<file path="config.mk">
export PLATFORM = sky130hd
export DESIGN_NAME = ux607_icb2tl_bridge
export DESIGN_NICKNAME = d
export VERILOG_FILES = /design/src/rtl/ux607_icb2tl_bridge.sv
export SDC_FILE = /design/constraint.sdc
export NUM_CORES = 1
export LEC_CHECK = 0
export BUFFER_PORTS_ARGS = -buffer_cell sky130_fd_sc_hd__buf_2
export CORE_ASPECT_RATIO = 0.9
export CORE_MARGIN = 3
export CORE_UTILIZATION = 46
export CTS_CLUSTER_SIZE = 24
export DETAILED_ROUTE_END_ITERATION = 6
export PLACE_DENSITY_LB_ADDON = 0.3
export SLEW_MARGIN = 15
export SYNTH_ARGS = -nofsm -noshare
export SYNTH_HDL_FRONTEND = slang
export SYNTH_SLANG_ARGS = --single-unit
</file>
<file path="constraint.sdc">
create_clock -name clock -period 3.2 [get_ports clock]
set_input_delay 0.16 -clock clock [delete_from_list [all_inputs] [get_ports clock]]
set_output_delay 0.16 -clock clock [all_outputs]
set_load 0.02 [all_outputs]
</file>
<file path="src/rtl/ux607_icb2tl_bridge.sv">
// ICB-slave to TileLink-UL-master bridge: combinational A path with credit limit,
// rolling source IDs, and an OUTS-deep registered response FIFO on the D side.
module ux607_icb2tl_bridge #(
    parameter int AW    = 32,
    parameter int TL_AW = 29,
    parameter int DW    = 32,
    parameter int OUTS  = 2,
    parameter int SRC_W = 5
) (
    input  logic                clock,
    input  logic                reset,
    input  logic                i_icb_cmd_valid,
    output logic                i_icb_cmd_ready,
    input  logic [AW-1:0]       i_icb_cmd_addr,
    input  logic                i_icb_cmd_read,
    input  logic [DW-1:0]       i_icb_cmd_wdata,
    input  logic [DW/8-1:0]     i_icb_cmd_wmask,
    output logic                i_icb_rsp_valid,
    input  logic                i_icb_rsp_ready,
    output logic [DW-1:0]       i_icb_rsp_rdata,
    output logic                i_icb_rsp_err,
    output logic                tl_a_valid,
    input  logic                tl_a_ready,
    output logic [2:0]          tl_a_opcode,
    output logic [2:0]          tl_a_param,
    output logic [2:0]          tl_a_size,
    output logic [SRC_W-1:0]    tl_a_source,
    output logic [TL_AW-1:0]    tl_a_address,
    output logic [DW/8-1:0]     tl_a_mask,
    output logic [DW-1:0]       tl_a_data,
    input  logic                tl_d_valid,
    output logic                tl_d_ready,
    input  logic [2:0]          tl_d_opcode,
    input  logic [SRC_W-1:0]    tl_d_source,
    input  logic [DW-1:0]       tl_d_data,
    input  logic                tl_d_error,
    output logic                busy,
    output logic                order_err
);
    localparam int OFF_W = $clog2(DW / 8);
    localparam int PTR_W = (OUTS > 1) ? $clog2(OUTS) : 1;
    localparam int CNT_W = $clog2(OUTS + 1);
    localparam logic [PTR_W-1:0] PTR_MAX = PTR_W'(OUTS - 1);
    localparam logic [CNT_W-1:0] CNT_MAX = CNT_W'(OUTS);

    localparam logic [2:0] OP_GET         = 3'd4;
    localparam logic [2:0] OP_PUT_FULL    = 3'd0;
    localparam logic [2:0] OP_PUT_PARTIAL = 3'd1;
    localparam logic [2:0] OP_ACK_DATA    = 3'd1;

    typedef struct packed {
        logic          err;
        logic [DW-1:0] data;
    } rsp_entry_t;

    logic [CNT_W-1:0] outstanding;
    logic [CNT_W-1:0] fifo_cnt;
    logic [PTR_W-1:0] a_ptr;
    logic [PTR_W-1:0] d_ptr;
    logic [PTR_W-1:0] rd_ptr;
    rsp_entry_t       fifo_mem [OUTS];
    logic             credit;
    logic             fifo_full;
    logic             a_fire;
    logic             d_fire;
    logic             rsp_fire;
    logic             unused_ok;

    function automatic logic [PTR_W-1:0] ptr_inc(input logic [PTR_W-1:0] p);
        return (p == PTR_MAX) ? '0 : p + PTR_W'(1);
    endfunction

    assign credit          = outstanding < CNT_MAX;
    assign tl_a_valid      = i_icb_cmd_valid & credit;
    assign i_icb_cmd_ready = tl_a_ready & credit;
    assign a_fire          = i_icb_cmd_valid & tl_a_ready & credit;

    assign fifo_full       = fifo_cnt == CNT_MAX;
    assign tl_d_ready      = ~fifo_full;
    assign d_fire          = tl_d_valid & ~fifo_full;
    assign i_icb_rsp_valid = fifo_cnt != '0;
    assign rsp_fire        = i_icb_rsp_valid & i_icb_rsp_ready;
    assign i_icb_rsp_rdata = fifo_mem[rd_ptr].data;
    assign i_icb_rsp_err   = fifo_mem[rd_ptr].err;
    assign busy            = outstanding != '0;

    assign tl_a_param   = 3'd0;
    assign tl_a_size    = 3'(OFF_W);
    assign tl_a_source  = SRC_W'(a_ptr);
    assign tl_a_address = {i_icb_cmd_addr[TL_AW-1:OFF_W], {OFF_W{1'b0}}};
    assign tl_a_data    = i_icb_cmd_wdata;

    // Upper address bits and the sub-word offset are intentionally dropped.
    assign unused_ok = &{1'b0, i_icb_cmd_addr[AW-1:TL_AW], i_icb_cmd_addr[OFF_W-1:0]};

    // NOTE: every output of a combinational block gets a default first, so no path infers a latch.
    always_comb begin
        tl_a_opcode = OP_PUT_PARTIAL;
        tl_a_mask   = i_icb_cmd_wmask;
        if (i_icb_cmd_read) begin
            tl_a_opcode = OP_GET;
            tl_a_mask   = '1;
        end else if (&i_icb_cmd_wmask) begin
            tl_a_opcode = OP_PUT_FULL;
        end
    end

    // NOTE: registers use non-blocking assignments so each one samples pre-edge values.
    always_ff @(posedge clock) begin
        if (reset) begin
            outstanding <= '0;
            fifo_cnt    <= '0;
            a_ptr       <= '0;
            d_ptr       <= '0;
            rd_ptr      <= '0;
            order_err   <= 1'b0;
        end else begin
            if (a_fire && !rsp_fire)
                outstanding <= outstanding + CNT_W'(1);
            else if (!a_fire && rsp_fire)
                outstanding <= outstanding - CNT_W'(1);

            if (d_fire && !rsp_fire)
                fifo_cnt <= fifo_cnt + CNT_W'(1);
            else if (!d_fire && rsp_fire)
                fifo_cnt <= fifo_cnt - CNT_W'(1);

            if (a_fire)
                a_ptr <= ptr_inc(a_ptr);
            if (rsp_fire)
                rd_ptr <= ptr_inc(rd_ptr);
            if (d_fire) begin
                d_ptr <= ptr_inc(d_ptr);
                if (tl_d_source != SRC_W'(d_ptr))
                    order_err <= 1'b1;
            end
        end
    end

    // NOTE: response storage has no reset; fifo_cnt gates visibility, so stale entries never reach ICB.
    always_ff @(posedge clock) begin
        if (d_fire) begin
            fifo_mem[d_ptr].err  <= tl_d_error;
            fifo_mem[d_ptr].data <= (tl_d_opcode == OP_ACK_DATA) ? tl_d_data : '0;
        end
    end
endmodule

</file>
; Yosys cells after proc, flatten, opt, wreduce, memory -nomap -nowiden
; Memories as Yosys holds them, arrays and structs flattened. A register that Yosys moved wholly into a read port is not among the register bits.
; Cells that the tools add are included.
[word_totals]
regBits = 8
mem_bits_rw = 66
word_cells = 53
mem_count = 1
[mem_list]
columns = name, words, word_bits, rd, rd_clocked_by_memory_dff, write_ports, line_no
row1 = fifo_mem, 2, 33, 1, 1, 1, 61  ; rsp_entry_t fifo_mem [OUTS];
[classes]
n_addsub = 7
order_cmp = 1
n_eq_ne = 3
n_mux = 15
bitwise_logic = 7
n_reduce_logical = 13
[ops]
columns = op, n
row1 = two-way mux 32 bit, 1
row2 = two-way mux 1 bit, 8
row3 = two-way mux 2 bit, 4
row4 = nonzero test 2 bit, 4
row5 = bitwise AND 1 bit, 6
row6 = != test 5 x 1 -> 1 bit, 1
row7 = "adder 2 x 1 -> 2 bit, second input constant", 2
row8 = logical AND 1 bit, 4
row9 = two-way mux 4 bit, 1
row10 = AND reduction 4 bit, 1
row11 = "subtractor 2 x 1 -> 2 bit, second input constant", 2
row12 = "adder 1 bit, second input constant", 3
row13 = "== test 3 x 1 -> 1 bit, second input constant", 1
row14 = logical NOT 1 bit, 3
row15 = two-way mux 3 bit, 1
row16 = "== test 2 bit, second input constant", 1
row17 = "less-than comparator 2 bit, second input constant", 1
row18 = AND reduction 2 bit, 1
row19 = NOT 1 bit, 1

; Logic depth before layout (Yosys ltp)
[logic_depth]
word_depth = 7
ltp_mapped = 6
depth_no_buf = 6

; Worst setup path after synthesis
; OpenSTA, ideal clock, no wires.
[synth_path]
path_type = flip-flop to flip-flop
startpoint = reg fifo_cnt[0]
endpoint = mem fifo_mem[1][0] in the netlist's numbering (enable)
t_arrival_ps = 1627
setup_slack_ps = 1179
path_stages_with_launch = 3
period_less_slack_ps = 2021
path_cell_list = dfxtp_1 nand2b_1 and3_1
[synth_via]
elab_chain_len = 5
[synth_rtl]
columns = item, line_no
row1 = start: declaration, 57  ; logic [CNT_W-1:0] fifo_cnt;
row2 = start signal: assignment, 124  ; fifo_cnt <= fifo_cnt + CNT_W'(1);
row3 = start signal: assignment, 126  ; fifo_cnt <= fifo_cnt - CNT_W'(1);
row4 = == test 2 bit, 78  ; assign fifo_full = fifo_cnt == CNT_MAX;
row5 = NOT 1 bit, n/a
row6 = net tl_d_ready, 32  ; output logic tl_d_ready,
row7 = bitwise AND 1 bit, 80  ; assign d_fire = tl_d_valid & ~fifo_full;
row8 = two-way mux 1 bit, 142  ; if (d_fire) begin
row9 = two-way mux 1 bit, 144  ; fifo_mem[d_ptr].data <= (tl_d_opcode == OP_ACK_DATA) ? tl_d_data : '0;
row10 = end: declaration, 61
; The timed path passes the listed nets, and every way through them passes these cells.

==> impl_metrics.toml <==
[sta]
skew_ns = 0.00612
final-max-slew-violation-count = 0
fin_crit_sh_pct = 61.1
fmax_mhz = 511
fin_crit_ns = 1.96
setup_violations = 0
setup-tns-final_ns = 0
rsz0062_at_grt = "false"
hold_viol = 0
relSlewSlack_pct = 44.7
tightest_slew_ns = 0.830

[yosys]
synth_cell_types = 28
synth-simple-area-share_pct = 9.37
synth_seq_cells = 75
synth.largest_area_cell = "edfxtp_1"
synth_commonest_cells = "buf_4 (74), edfxtp_1 (66), and2_1 (33), mux2_2 (33), dfxtp_1 (9)"
ys_warn_count = 0
synthMostInstantiatedCell = "buf_4"
syn_area_um2 = 3630
synth_xor_area_share_pct = 1.69
synth_cells = 267
synth_fa_ha_area_share_pct = 0.689
synth_compound_area_share_pct = 1.83
synthMuxAreaShare_pct = 10.2
synth_edf_count = 66
async_reset_ff_share_pct = 0
synth_area_leaders = "edfxtp_1 (55%), buf_4 (15%), mux2_2 (10%)"
synth_top_family_by_area = "buffers and inverters"
ys_seq_area_share_pct = 59.5
synthFlopType = "edfxtp_1"
syn_avg_cell_area_um2 = 13.6
synth_top_area_share_pct = 54.6

[drt]
via_per_inst = 4.87
vias = 1988
drc = 0
finalWirelength_um = 6690
drtIter0Drc = 67
antenna_left = 0
firstDrtPassIters = 4
drt-wirelength-per-cell_um = 16.4

[cts]
cts.path.max_buffers = 2
cts.sink_count = 75
cts_setup_buffers = 0
numCtsBuffers = 9
cts_root_buffer = "clkbuf_8"
cts.clk_slew.worst_paths_ns = 0.08
clk-insertion-delay-late_ns = 0.34
cts_tree = "built"
hold_buffers = 1
h-tree-depth = 3
postCtsResizedCells = 0

[critical_path]
crit_family = "flip-flops"
crit_path_start_kind = "flop"
crit_path_top_delay_cell = "dfxtp_2"
path_class = "reg2out"
cp-end-kind = "primary output"
cp_num_buf_inv = 1
cp.arrival_ns = 1.80
crit_path_max_fanout = 33
required_ns = 3.04
max_stage_delay_ns = 0.86
crit_chain = "mux2_2 -> buf_2"

[finish]
layout-drive-gt1-share_pct = 51.0
n_antenna_cell = 0
fillers = 704
final_net_count = 425
final_util_pct = 52.4
syn_to_final_growth_pct = 9.99

[flow_run]
drv_cap = 0

[grt]
grt.total_usage_pct = 15.3
grt_pass1_vias = 2102
grt_pass1_wl_um = 10400
antenna_found_initial = 0
grt_max_degree = 34
grt_overflow = 0

[worst_hold_path]
hp-class = "in2reg"

[placement]
place.gp.congestion = 0.691
portBuffers = 97
hpwlAfterDp_um = 4560

[floorplan]
die-area_um2 = 9000
start_util_pct = 47.7
rows = 30
ioPinCount = 234
die_h_um = 90.3
die_w_um = 99.7
core_area_um2 = 7620

[power_and_ir_drop]
ir_drop_mv = 0.396
p_leak_nw = 1.65
p_per_area_nw_per_um2 = 784

[outcome]
status = "finished, final reports clean"
kinds of logic after synthesis:
group	Yosys count
compound gates	10
xor+xnor	7
fa+ha+maj	2
buf+inv	84
flops	75
mux	33
other cells	2
simple gates	54
layout by cell type (no fill, tap or decap), types with 4 or more instances in the layout:
cell | Yosys | layout
a21oi_1 | 4 | 4
and2_1 | 33 | 33
buf_2 | 4 | 97
bufinv_16 | 0 | 4
clkbuf_8 | 0 | 9
conb_1 | 2 | 13
dfxtp_1 | 9 | 8
edfxtp_1 | 66 | 66
mux2_2 | 33 | 33
nor2_1 | 5 | 5
or2_2 | 6 | 6
xor2_1 | 6 | 6
path summary, 6_finish.rpt:
check / startpoint / cells past startpoint / end / slack, ns
max reg2reg: fifo_cnt[0]$_SDFFE_PP0P_ / 2 / fifo_mem[1][31]$_DFFE_PP_ / 1.39
min: tl_d_data[13] / 2 / fifo_mem[0][13]$_DFFE_PP_ / 0.12
max: flop / 2 / i_icb_rsp_rdata[17] / 1.24
min reg2reg: order_err$_SDFFE_PP0P_ / 2 / order_err$_SDFFE_PP0P_ / 0.45
cell type report:
class / count / area, µm² / share of cell area, %
flip-flops and latches: 75 / 2160 / 54.1
clock inverters: 6 / 138 / 3.45
clock buffers: 10 / 128 / 3.19
well taps: 96 / 120 / 3.01
inverters: 2 / 7.51 / 0.188
repair buffers: 100 / 518 / 13.0
multi-input cells: 119 / 921 / 23.1
stage by stage:
step	area (µm²)	setup slack, ns	hold WS [ns]	power (W)	cells
2_1_floorplan	3670	1.18	0.259	0.00207	278
3_3_place_gp	3700	1.38	0.320	0.00221	390
5_1_grt	4000	1.10	0.0931	0.00330	408
6_report	4000	1.24	0.115	0.00313	408
3_5_place_dp	3700	1.36	0.320	0.00223	390
4_1_cts	3980	1.18	0.0878	0.00318	407
state kept, by name, indices dropped and copies added (netlist names), named ones only:
register and cells:
fifo_cnt 2, rd_ptr 1, a_ptr 1, order_err 1, fifo_mem 66, d_ptr 1, outstanding 2
where the power goes:
part	internal [W]	leakage (nW)	total [W]	switching (W)
Sequential	0.00123	0.712	0.00134	0.000110
Combinational	0.000366	0.811	0.000854	0.000488
Clock	0.000600	0.131	0.000941	0.000341
metal layers:
metal,track usage [%],vias up,routed length [µm]
met4,8.42,0,226
met1,15.6,969,2430
met3,6.33,29,502
met2,26.2,79,3540
met5,0,-,0
li1,-,911,-
Power figures use the tool's default switching activity.
